===== src/rtl/mul_share_if.sv =====
// mul_share_if: requester handshakes, responses and multiplier hookup for the shared multiplier
interface mul_share_if;
  logic        req0_valid, req1_valid;
  logic [7:0]  req0_a, req0_b, req1_a, req1_b;
  logic        req0_ready, req1_ready;
  logic        rsp0_valid, rsp1_valid;
  logic [15:0] rsp0_prod, rsp1_prod;
  logic        rsp0_ack, rsp1_ack;
  logic [7:0]  mul_a, mul_b;
  logic [7:0]  mul_prod_low, mul_prod_high;
  logic        busy;
  logic        grant_id;
  modport slave (
    input  req0_valid, req1_valid, req0_a, req0_b, req1_a, req1_b,
    input  rsp0_ack, rsp1_ack, mul_prod_low, mul_prod_high,
    output req0_ready, req1_ready, rsp0_valid, rsp1_valid, rsp0_prod, rsp1_prod,
    output mul_a, mul_b, busy, grant_id
  );
  modport master (
    output req0_valid, req1_valid, req0_a, req0_b, req1_a, req1_b,
    output rsp0_ack, rsp1_ack, mul_prod_low, mul_prod_high,
    input  req0_ready, req1_ready, rsp0_valid, rsp1_valid, rsp0_prod, rsp1_prod,
    input  mul_a, mul_b, busy, grant_id
  );
endinterface


===== src/rtl/mul_share_ctrl.sv =====
// mul_share_ctrl: round-robin sequencer sharing one 8x8 multiplier between two requesters
module mul_share_ctrl #(
  parameter int SETTLE_CYCLES = 2
) (
  input  logic      clk,
  input  logic      rst_n,
  mul_share_if.slave bus
);
  typedef enum logic [1:0] {IDLE, SETTLE, RESP} state_t;
  state_t      r_state, w_next;
  logic        r_last, r_gnt;
  logic [3:0]  r_cnt;
  logic [7:0]  r_mul_a, r_mul_b;
  logic        r_rsp0_valid, r_rsp1_valid;
  logic [15:0] r_rsp0_prod, r_rsp1_prod;
  logic        w_gnt, w_accept, w_done, w_ack;
  // arbitration, handshake qualifiers and next state
  always_comb begin
    w_gnt    = (bus.req0_valid && bus.req1_valid) ? ~r_last : bus.req1_valid;
    w_accept = (r_state == IDLE) && (bus.req0_valid || bus.req1_valid);
    w_done   = (r_state == SETTLE) && (r_cnt == 4'd0);
    w_ack    = (r_state == RESP) && (r_gnt ? bus.rsp1_ack : bus.rsp0_ack);
    w_next   = w_accept ? SETTLE : w_done ? RESP : w_ack ? IDLE : r_state;
  end
  // state register
  always_ff @(posedge clk or negedge rst_n) begin
    if (!rst_n) r_state <= IDLE;
    else r_state <= w_next;
  end
  // operand capture, settle countdown, product capture and response release
  always_ff @(posedge clk or negedge rst_n) begin
    if (!rst_n) begin
      r_last       <= 1'b1;
      r_gnt        <= 1'b0;
      r_cnt        <= 4'd0;
      r_mul_a      <= 8'd0;
      r_mul_b      <= 8'd0;
      r_rsp0_valid <= 1'b0;
      r_rsp1_valid <= 1'b0;
      r_rsp0_prod  <= 16'd0;
      r_rsp1_prod  <= 16'd0;
    end else begin
      if (w_accept) begin
        r_mul_a <= w_gnt ? bus.req1_a : bus.req0_a;
        r_mul_b <= w_gnt ? bus.req1_b : bus.req0_b;
        r_gnt   <= w_gnt;
        r_last  <= w_gnt;
        r_cnt   <= 4'(SETTLE_CYCLES - 1);
      end else if (r_state == SETTLE && r_cnt != 4'd0) begin
        r_cnt <= r_cnt - 4'd1;
      end
      if (w_done && !r_gnt) begin
        r_rsp0_prod  <= {bus.mul_prod_high, bus.mul_prod_low};
        r_rsp0_valid <= 1'b1;
      end
      if (w_done && r_gnt) begin
        r_rsp1_prod  <= {bus.mul_prod_high, bus.mul_prod_low};
        r_rsp1_valid <= 1'b1;
      end
      if (w_ack && !r_gnt) r_rsp0_valid <= 1'b0;
      if (w_ack && r_gnt) r_rsp1_valid <= 1'b0;
    end
  end
  assign bus.req0_ready = w_accept && !w_gnt;
  assign bus.req1_ready = w_accept && w_gnt;
  assign bus.rsp0_valid = r_rsp0_valid;
  assign bus.rsp1_valid = r_rsp1_valid;
  assign bus.rsp0_prod  = r_rsp0_prod;
  assign bus.rsp1_prod  = r_rsp1_prod;
  assign bus.mul_a      = r_mul_a;
  assign bus.mul_b      = r_mul_b;
  assign bus.busy       = (r_state != IDLE);
  assign bus.grant_id   = r_gnt;
endmodule


===== src/flat_wrapper.sv =====
// flat-port wrapper written by rule: the top's interface ports become plain ports
module mul_share_ctrl_flat 
#(
  parameter int SETTLE_CYCLES = 2
)
  (clk, rst_n, bus_req0_valid, bus_req1_valid, bus_req0_a, bus_req0_b, bus_req1_a, bus_req1_b, bus_rsp0_ack, bus_rsp1_ack, bus_mul_prod_low, bus_mul_prod_high, bus_req0_ready, bus_req1_ready, bus_rsp0_valid, bus_rsp1_valid, bus_rsp0_prod, bus_rsp1_prod, bus_mul_a, bus_mul_b, bus_busy, bus_grant_id);
  mul_share_if bus_i ();
  input  logic clk;
  input  logic rst_n;
  input wire logic [$bits(bus_i.req0_valid)-1:0] bus_req0_valid;
  input wire logic [$bits(bus_i.req1_valid)-1:0] bus_req1_valid;
  input wire logic [$bits(bus_i.req0_a)-1:0] bus_req0_a;
  input wire logic [$bits(bus_i.req0_b)-1:0] bus_req0_b;
  input wire logic [$bits(bus_i.req1_a)-1:0] bus_req1_a;
  input wire logic [$bits(bus_i.req1_b)-1:0] bus_req1_b;
  input wire logic [$bits(bus_i.rsp0_ack)-1:0] bus_rsp0_ack;
  input wire logic [$bits(bus_i.rsp1_ack)-1:0] bus_rsp1_ack;
  input wire logic [$bits(bus_i.mul_prod_low)-1:0] bus_mul_prod_low;
  input wire logic [$bits(bus_i.mul_prod_high)-1:0] bus_mul_prod_high;
  output wire logic [$bits(bus_i.req0_ready)-1:0] bus_req0_ready;
  output wire logic [$bits(bus_i.req1_ready)-1:0] bus_req1_ready;
  output wire logic [$bits(bus_i.rsp0_valid)-1:0] bus_rsp0_valid;
  output wire logic [$bits(bus_i.rsp1_valid)-1:0] bus_rsp1_valid;
  output wire logic [$bits(bus_i.rsp0_prod)-1:0] bus_rsp0_prod;
  output wire logic [$bits(bus_i.rsp1_prod)-1:0] bus_rsp1_prod;
  output wire logic [$bits(bus_i.mul_a)-1:0] bus_mul_a;
  output wire logic [$bits(bus_i.mul_b)-1:0] bus_mul_b;
  output wire logic [$bits(bus_i.busy)-1:0] bus_busy;
  output wire logic [$bits(bus_i.grant_id)-1:0] bus_grant_id;
  assign bus_i.req0_valid = bus_req0_valid;
  assign bus_i.req1_valid = bus_req1_valid;
  assign bus_i.req0_a = bus_req0_a;
  assign bus_i.req0_b = bus_req0_b;
  assign bus_i.req1_a = bus_req1_a;
  assign bus_i.req1_b = bus_req1_b;
  assign bus_i.rsp0_ack = bus_rsp0_ack;
  assign bus_i.rsp1_ack = bus_rsp1_ack;
  assign bus_i.mul_prod_low = bus_mul_prod_low;
  assign bus_i.mul_prod_high = bus_mul_prod_high;
  assign bus_req0_ready = bus_i.req0_ready;
  assign bus_req1_ready = bus_i.req1_ready;
  assign bus_rsp0_valid = bus_i.rsp0_valid;
  assign bus_rsp1_valid = bus_i.rsp1_valid;
  assign bus_rsp0_prod = bus_i.rsp0_prod;
  assign bus_rsp1_prod = bus_i.rsp1_prod;
  assign bus_mul_a = bus_i.mul_a;
  assign bus_mul_b = bus_i.mul_b;
  assign bus_busy = bus_i.busy;
  assign bus_grant_id = bus_i.grant_id;
  mul_share_ctrl #(.SETTLE_CYCLES(SETTLE_CYCLES)) u_core (.clk(clk), .rst_n(rst_n), .bus(bus_i));
endmodule

===== config.mk =====
export PLATFORM = sky130hd
export DESIGN_NAME = mul_share_ctrl_flat
export DESIGN_NICKNAME = d
export VERILOG_FILES = /design/src/rtl/mul_share_if.sv /design/src/rtl/mul_share_ctrl.sv /design/src/flat_wrapper.sv
export SDC_FILE = /design/constraint.sdc
export NUM_CORES = 1
export LEC_CHECK = 0
export ABC_AREA = 1
export CAP_MARGIN = 30
export CELL_PAD_IN_SITES_DETAIL_PLACEMENT = 1
export CELL_PAD_IN_SITES_GLOBAL_PLACEMENT = 1
export CORE_ASPECT_RATIO = 1.75
export CORE_MARGIN = 5
export CORE_UTILIZATION = 32
export DETAILED_ROUTE_END_ITERATION = 8
export PLACE_DENSITY = 0.79
export SYNTH_ARGS = -nofsm -noshare
export SYNTH_HDL_FRONTEND = slang
export SYNTH_SLANG_ARGS = --single-unit

===== constraint.sdc =====
create_clock -name clk -period 1.7 [get_ports clk]
set_input_delay 0.425 -clock clk [delete_from_list [all_inputs] [get_ports clk]]
set_output_delay 0.425 -clock clk [all_outputs]
set_load 0.03 [all_outputs]

==> results.sh, run 1 <==
export IMPL_finalHoldViolations=0
export IMPL_worstPathRequired_ps=1270
export IMPL_clock_latency_ps=320
export IMPL_setup_viol=1
export IMPL_cts_buffers=9
export IMPL_avgSynthCellArea_sq_um=9.94
export IMPL_final_common_cell="nand2_1"
export IMPL_violations="setup timing"
export IMPL_fin_crit_ps=1720
export IMPL_rsz0062_at_grt="yes"
export IMPL_antenna_cells=0
export IMPL_layout_nets=449
export IMPL_synth_seq_cells=58
export IMPL_clk_pin_slew_ps=50
export IMPL_dr_pass1_iters=4
export IMPL_fin_area_sq_um=4190
export IMPL_initial_utilization_pct=32.6
export IMPL_fmax_mhz=581
export IMPL_final_util_pct=50.4
export IMPL_fin_crit_sh_pct=101
export IMPL_max_cap_violations=0
export IMPL_ctsHoldBuffers=0
export IMPL_drtIter0Drc=66
export IMPL_critPathMaxFanout=2
export IMPL_leakagePower_nw=1.99
export IMPL_syn_area_sq_um=2710
export IMPL_hold_slack_ps=27.4
export IMPL_synth_nets=328
export IMPL_yosysWarningCount=0
export IMPL_vias_per_cell=4.47
export IMPL_worstPathArrival_ps=1300
export IMPL_wirelength_um=7160
export IMPL_place_port_buffers=107
export IMPL_hold_class="input port to asynchronous set/reset pin"
export IMPL_vias=2291
export IMPL_rr_startpoint="u_core.r_cnt[0]$_DFFE_PN0P_"
export IMPL_ant_nets=0
export IMPL_drc=0
export IMPL_antenna_found_initial=0
export IMPL_fill_cells=951
export IMPL_power_density_nw_per_um2=823
export IMPL_synth_edf_count=0
export IMPL_die_w_um=79.6
export IMPL_grt_pass1_vias=2560
export IMPL_criticalPathCategory="flip-flop to output pin"
export IMPL_clockRootBuffer="clkbuf_16"
export IMPL_setup_ws_ps=-21.3
export IMPL_dieArea_sq_um=10500
export IMPL_grt_overflow_total=0
export IMPL_status="finished, violations left"
export IMPL_drv_slew=0
export IMPL_final_cell_mix="nand2_1 (96), dfrtp_1 (55), dlygate4sd2_1 (53), clkdlybuf4s50_1 (50), o21ai_2 (31)"
export IMPL_reg2regPathDepth=8
export IMPL_totalPowerFinal_mw=3.45
export IMPL_synth_cell_types=26
export IMPL_io_pins=108
export IMPL_ys_seq_area_share_pct=53.5
export IMPL_reg2reg_slack_ps=160
export IMPL_syn_to_final_growth_pct=54.3
export IMPL_route_detailed_wl_per_inst_um=14.0
export IMPL_drive_gt1_share_pct=23.9
export IMPL_dpl_cell_count=496
export IMPL_final_cells=513
export IMPL_startpoint="u_core.r_last$_DFFE_PN1P_"
export IMPL_rows=44
export IMPL_cts_tree="built"
export IMPL_core_area_sq_um=8310
export IMPL_tightestPinTransition_ps=407
export IMPL_hpwl_um=5650
export IMPL_h_tree_depth=3
export IMPL_dieHeight_um=132
export IMPL_clk_path_buf_depth=2
export IMPL_clock_sink_count=58
export IMPL_place_gp_congestion=0.715
export IMPL_async_reset_ff_share_pct=100
export IMPL_grt_start_max_net_pins=35
export IMPL_vdd_drop_max_mv=0.580
export IMPL_ys_flop_type="dfrtp_1"
export IMPL_slew_headroom_pct=72.9
export IMPL_grt_total_usage_pct=14.9
export IMPL_r2r_end="u_core.bus.rsp1_prod[11]$_DFFE_PN0P_"
export IMPL_critPathCaptureType="output pin"
export IMPL_place_area_sq_um=3930
export IMPL_synth_cells=273
export IMPL_worst_clock_skew_ps=5.91
export IMPL_cp_start_kind="flip-flop"
export IMPL_grt_pass1_wl_um=12200
[metal layers]
layer | global-route usage, % | routed length (um) | vias to the layer above
met5 | 0 | 0 | -
met4 | 7.46 | 199 | 0
met3 | 4.04 | 491 | 12
met2 | 26.2 | 3900 | 78
met1 | 15.8 | 2570 | 1090
li1 | - | - | 1111
[state kept, by name (all words and copies together) (netlist names)]
name,flops
u_core.bus.rsp0_prod,16
u_core.bus.rsp1_prod,16
u_core.bus.mul_a,8
u_core.bus.mul_b,8
u_core.r_cnt,4
u_core.r_state,2
u_core.bus.grant_id,1
u_core.bus.rsp0_valid,1
u_core.bus.rsp1_valid,1
u_core.r_last,1
[power by group]
group	total [mW]	internal [mW]	leakage (nW)	switching, mW
Clock	1.73	1.16	0.142	0.576
Combinational	0.296	0.153	1.26	0.143
Sequential	1.42	1.41	0.588	0.0121
Total	3.45	2.72	1.99	0.731
[synth_stat cells, types with 2 or more instances]
cell type | instances | area, sq um
nand2_2 | 6 | 37.5
o21ai_2 | 31 | 272
inv_1 | 24 | 90.1
nand3_1 | 13 | 65.1
nand2_1 | 97 | 364
nand3_2 | 10 | 100
nand4_1 | 3 | 18.8
nand3_4 | 2 | 35.0
inv_2 | 2 | 7.51
o21ai_0 | 3 | 15.0
buf_6 | 7 | 78.8
nor2_4 | 3 | 33.8
dfrtp_1 | 57 | 1430
nor2_1 | 2 | 7.51
nand2_4 | 2 | 22.5
[timing repair]
item,in CTS,in global routing
setup buffers,2,0
endpoints found under the hold margin,0,0
resized for setup,58,4
pin swaps,4,4
endpoints found under the setup margin,53,6
[through the flow]
stage / worst slack, ps / TNS [ps]
after floorplan: 216 / 0
after global placement: -161 / -1030
after detailed placement: -177 / -1710
after CTS: -60.8 / -60.8
after global routing: -74.0 / -105
final: -21.3 / -21.3
[critical path, cell delays in order, from the launching register on]
cell     delay (ps)
dfstp_2         540
nand2_2          60
nand2_4          80
inv_4            50
nor2_8          110
buf_6           140
[cells by family after synthesis]
group / Yosys count / share of synthesized area (%)
compound gates: 37 / 11.5
xor+xnor: 1 / 0.323
fa+ha+maj: 1 / 0.461
buf+inv: 37 / 8.21
flops: 58 / 53.5
simple gates: 139 / 26.0
[worst max path at each step]
stage | endpoint | slack (ps) | depth (start not counted)
after global placement | bus_req0_ready | -160 | 6
after CTS | bus_req0_ready | -60 | 5
after floorplan | bus_req1_ready | 220 | 4
after global routing | bus_req0_ready | -70 | 5
after detailed placement | bus_req0_ready | -180 | 6
final | bus_req0_ready | -20 | 5
[area by class of cell]
| class | count | area, sq um | area share [%] |
|---|---|---|---|
| flip-flops and latches | 58 | 1460 | 34.7 |
| repair buffers | 120 | 1150 | 27.4 |
| inverters | 27 | 106 | 2.54 |
| clock inverters | 3 | 40.0 | 0.956 |
| well taps | 115 | 144 | 3.44 |
| clock buffers | 12 | 246 | 5.89 |
| multi-input cells | 178 | 1050 | 25.0 |
No activity file was read; power rests on OpenSTA's default activity.
==> inputs of run 2 (changes only) <==
--- a/config.mk
+++ b/config.mk
@@ -14,6 +14,7 @@
 export CORE_UTILIZATION = 32
 export DETAILED_ROUTE_END_ITERATION = 8
 export PLACE_DENSITY = 0.79
+export SKIP_LAST_GASP = 1
 export SYNTH_ARGS = -nofsm -noshare
 export SYNTH_HDL_FRONTEND = slang
 export SYNTH_SLANG_ARGS = --single-unit
==> run 2 against run 1 <==
  * The run now ends clean
  * Global-route usage hardly changed
  * Fmax is 1.3% higher
  * Core utilization stayed put
  * Critical path depth stayed put
  * Worst hold slack stayed put
  * Wire length hardly changed
  * Total power hardly changed
  * Critical path type unchanged
  * Highest routed layer unchanged
==> results.sh, run 2 (synthesis gave the netlist of run 1 again) <==
export IMPL_clock_latency_ps=320
export IMPL_final_common_cell="nand2_1"
export IMPL_endpoint="bus_req0_ready"
export IMPL_reg2reg_slack_ps=160
export IMPL_place_area_sq_um=3930
export IMPL_initial_utilization_pct=32.6
export IMPL_status="finished, final reports clean"
export IMPL_critPathMaxFanout=2
export IMPL_regArea_sq_um=1460
export IMPL_critPathCaptureType="output pin"
export IMPL_drc=0
export IMPL_power_switching_mw=0.731
export IMPL_slew_headroom_pct=72.9
export IMPL_rsz0062_at_grt="yes"
export IMPL_clk_pin_slew_ps=50
export IMPL_fin_area_sq_um=4190
export IMPL_drv_slew=0
export IMPL_startpoint="u_core.r_last$_DFFE_PN1P_"
export IMPL_grt_start_max_net_pins=35
export IMPL_ant_nets=0
export IMPL_cts_tree="built"
export IMPL_leakagePower_nw=1.99
export IMPL_tightestPinTransition_ps=407
export IMPL_core_area_sq_um=8310
export IMPL_antenna_found_initial=0
export IMPL_final_util_pct=50.4
export IMPL_drive_gt1_share_pct=23.9
export IMPL_vias=2292
export IMPL_criticalPathCategory="flip-flop to output pin"
export IMPL_dieArea_sq_um=10500
export IMPL_slowest_delay_ps=540
export IMPL_critical_path_slowest_cell="dfstp_2"
export IMPL_dr_pass1_iters=4
export IMPL_grt_pass1_vias=2561
export IMPL_r2r_end="u_core.bus.rsp1_prod[11]$_DFFE_PN0P_"
export IMPL_syn_to_final_growth_pct=54.3
export IMPL_die_w_um=79.6
export IMPL_clockRootBuffer="clkbuf_16"
export IMPL_antenna_cells=0
export IMPL_tns_ps=0
export IMPL_rows=44
export IMPL_vdd_drop_max_mv=0.580
export IMPL_clk_path_buf_depth=2
export IMPL_vias_per_cell=4.47
export IMPL_reg2regPathDepth=8
export IMPL_drtIter0Drc=66
export IMPL_sw_frac_of_total_pct=21.2
export IMPL_multiInputGateArea_sq_um=1050
export IMPL_clock_sink_count=58
export IMPL_cts_buffers=9
export IMPL_layout_nets=449
export IMPL_max_cap_violations=0
export IMPL_final_cells=513
export IMPL_h_tree_depth=3
export IMPL_fin_crit_sh_pct=99.9
export IMPL_grt_total_usage_pct=14.9
export IMPL_cp_depth=5
export IMPL_power_frac_seq_pct=41.1
export IMPL_place_port_buffers=107
export IMPL_grt_pass1_wl_um=12200
export IMPL_cp_start_kind="flip-flop"
export IMPL_power_density_nw_per_um2=823
export IMPL_wirelength_um=7170
export IMPL_comb_power_share_pct=8.6
export IMPL_fill_cells=951
export IMPL_fin_crit_ps=1700
export IMPL_final_cell_mix="nand2_1 (96), dfrtp_1 (55), dlygate4sd2_1 (53), clkdlybuf4s50_1 (50), o21ai_2 (31)"
export IMPL_setup_viol=0
export IMPL_hpwl_um=5650
export IMPL_worst_clock_skew_ps=5.91
export IMPL_route_detailed_wl_per_inst_um=14.0
export IMPL_path_cells="nand2_2 -> nand2_4 -> inv_4 -> nor2_8 -> buf_6"
export IMPL_rr_startpoint="u_core.r_cnt[0]$_DFFE_PN0P_"
export IMPL_cp_buffers_inverters=2
export IMPL_hold_class="input port to asynchronous set/reset pin"
export IMPL_worstPathRequired_ps=1270
export IMPL_ctsHoldBuffers=0
export IMPL_dieHeight_um=132
export IMPL_dpl_cell_count=496
export IMPL_worstPathArrival_ps=1270
export IMPL_place_gp_congestion=0.715
export IMPL_totalPowerFinal_mw=3.45
export IMPL_io_pins=108
export IMPL_intPower_mw=2.72
export IMPL_clock_power_share_pct=50.3
export IMPL_grt_overflow_total=0
export IMPL_finalHoldViolations=0
export IMPL_crit_family="flip-flops"
export IMPL_fmax_mhz=589
-- run 2: cell counts in the layout (fill, tap and decap cells not counted) --
Identical to the previous run, type by type.
-- run 2: stage by stage --
step / hold slack [ps] / setup WS (ps)
after floorplan: 129 / 216
after global placement: 369 / -161
after detailed placement: 376 / -177
after CTS: 24.2 / -122
after global routing: 49.4 / -49.9
final: 27.4 / 1.03
-- run 2: worst min-delay path by stage --
| stage | start | endpoint | slack, ps |
|---|---|---|---|
| floorplan | rst_n | u_core.bus.grant_id$_DFFE_PN0P_ | 130 |
| global placement | rst_n | u_core.bus.rsp0_prod[0]$_DFFE_PN0P_ | 370 |
| detailed placement | rst_n | u_core.bus.rsp1_prod[0]$_DFFE_PN0P_ | 380 |
| CTS | rst_n | u_core.bus.rsp1_prod[0]$_DFFE_PN0P_ | 20 |
| global route | rst_n | u_core.bus.rsp1_prod[0]$_DFFE_PN0P_ | 50 |
| finish | rst_n | u_core.bus.rsp1_prod[0]$_DFFE_PN0P_ | 30 |
-- run 2: power groups by stage --
stage | sequential (mW) | clock [mW] | combinational (mW)
floorplan | 1.48 | 0 | 0.0508
global placement | 1.44 | 0 | 0.310
detailed placement | 1.44 | 0 | 0.316
CTS | 1.42 | 1.80 | 0.301
global route | 1.42 | 1.86 | 0.323
finish | 1.42 | 1.73 | 0.296
-- run 2: repair_timing --
| action | CTS | global route |
|---|---|---|
| pin swaps | 3 | 4 |
| setup endpoints to repair | 53 | 6 |
| setup buffers | 2 | 0 |
| resized for setup | 57 | 5 |
-- run 2: metal layers --
metal	up-vias	GRT usage, %	routed length (um)
met4	0	7.46	199
met1	1091	15.7	2580
li1	1111	-	-
met5	-	0	0
met3	12	4.04	491
met2	78	26.2	3900
-- run 2: final cells by class --
class | instances | share of cell area, %
Clock inverter | 3 | 0.956
Timing Repair Buffer | 120 | 27.4
Tap cell | 115 | 3.44
Multi-Input combinational cell | 178 | 25.0
Clock buffer | 12 | 5.89
Inverter | 27 | 2.54
Sequential cell | 58 | 34.7
-- run 2: worst register-to-register path, delay by kind of cell (launching register included) --
kind,cells,cell delay (ps)
flip-flops,1,360
AO/OA/AOI/OAI,1,50
AND/OR/NAND/NOR,4,470
adder cells (fa/ha/maj),1,240
buffers and inverters,2,320
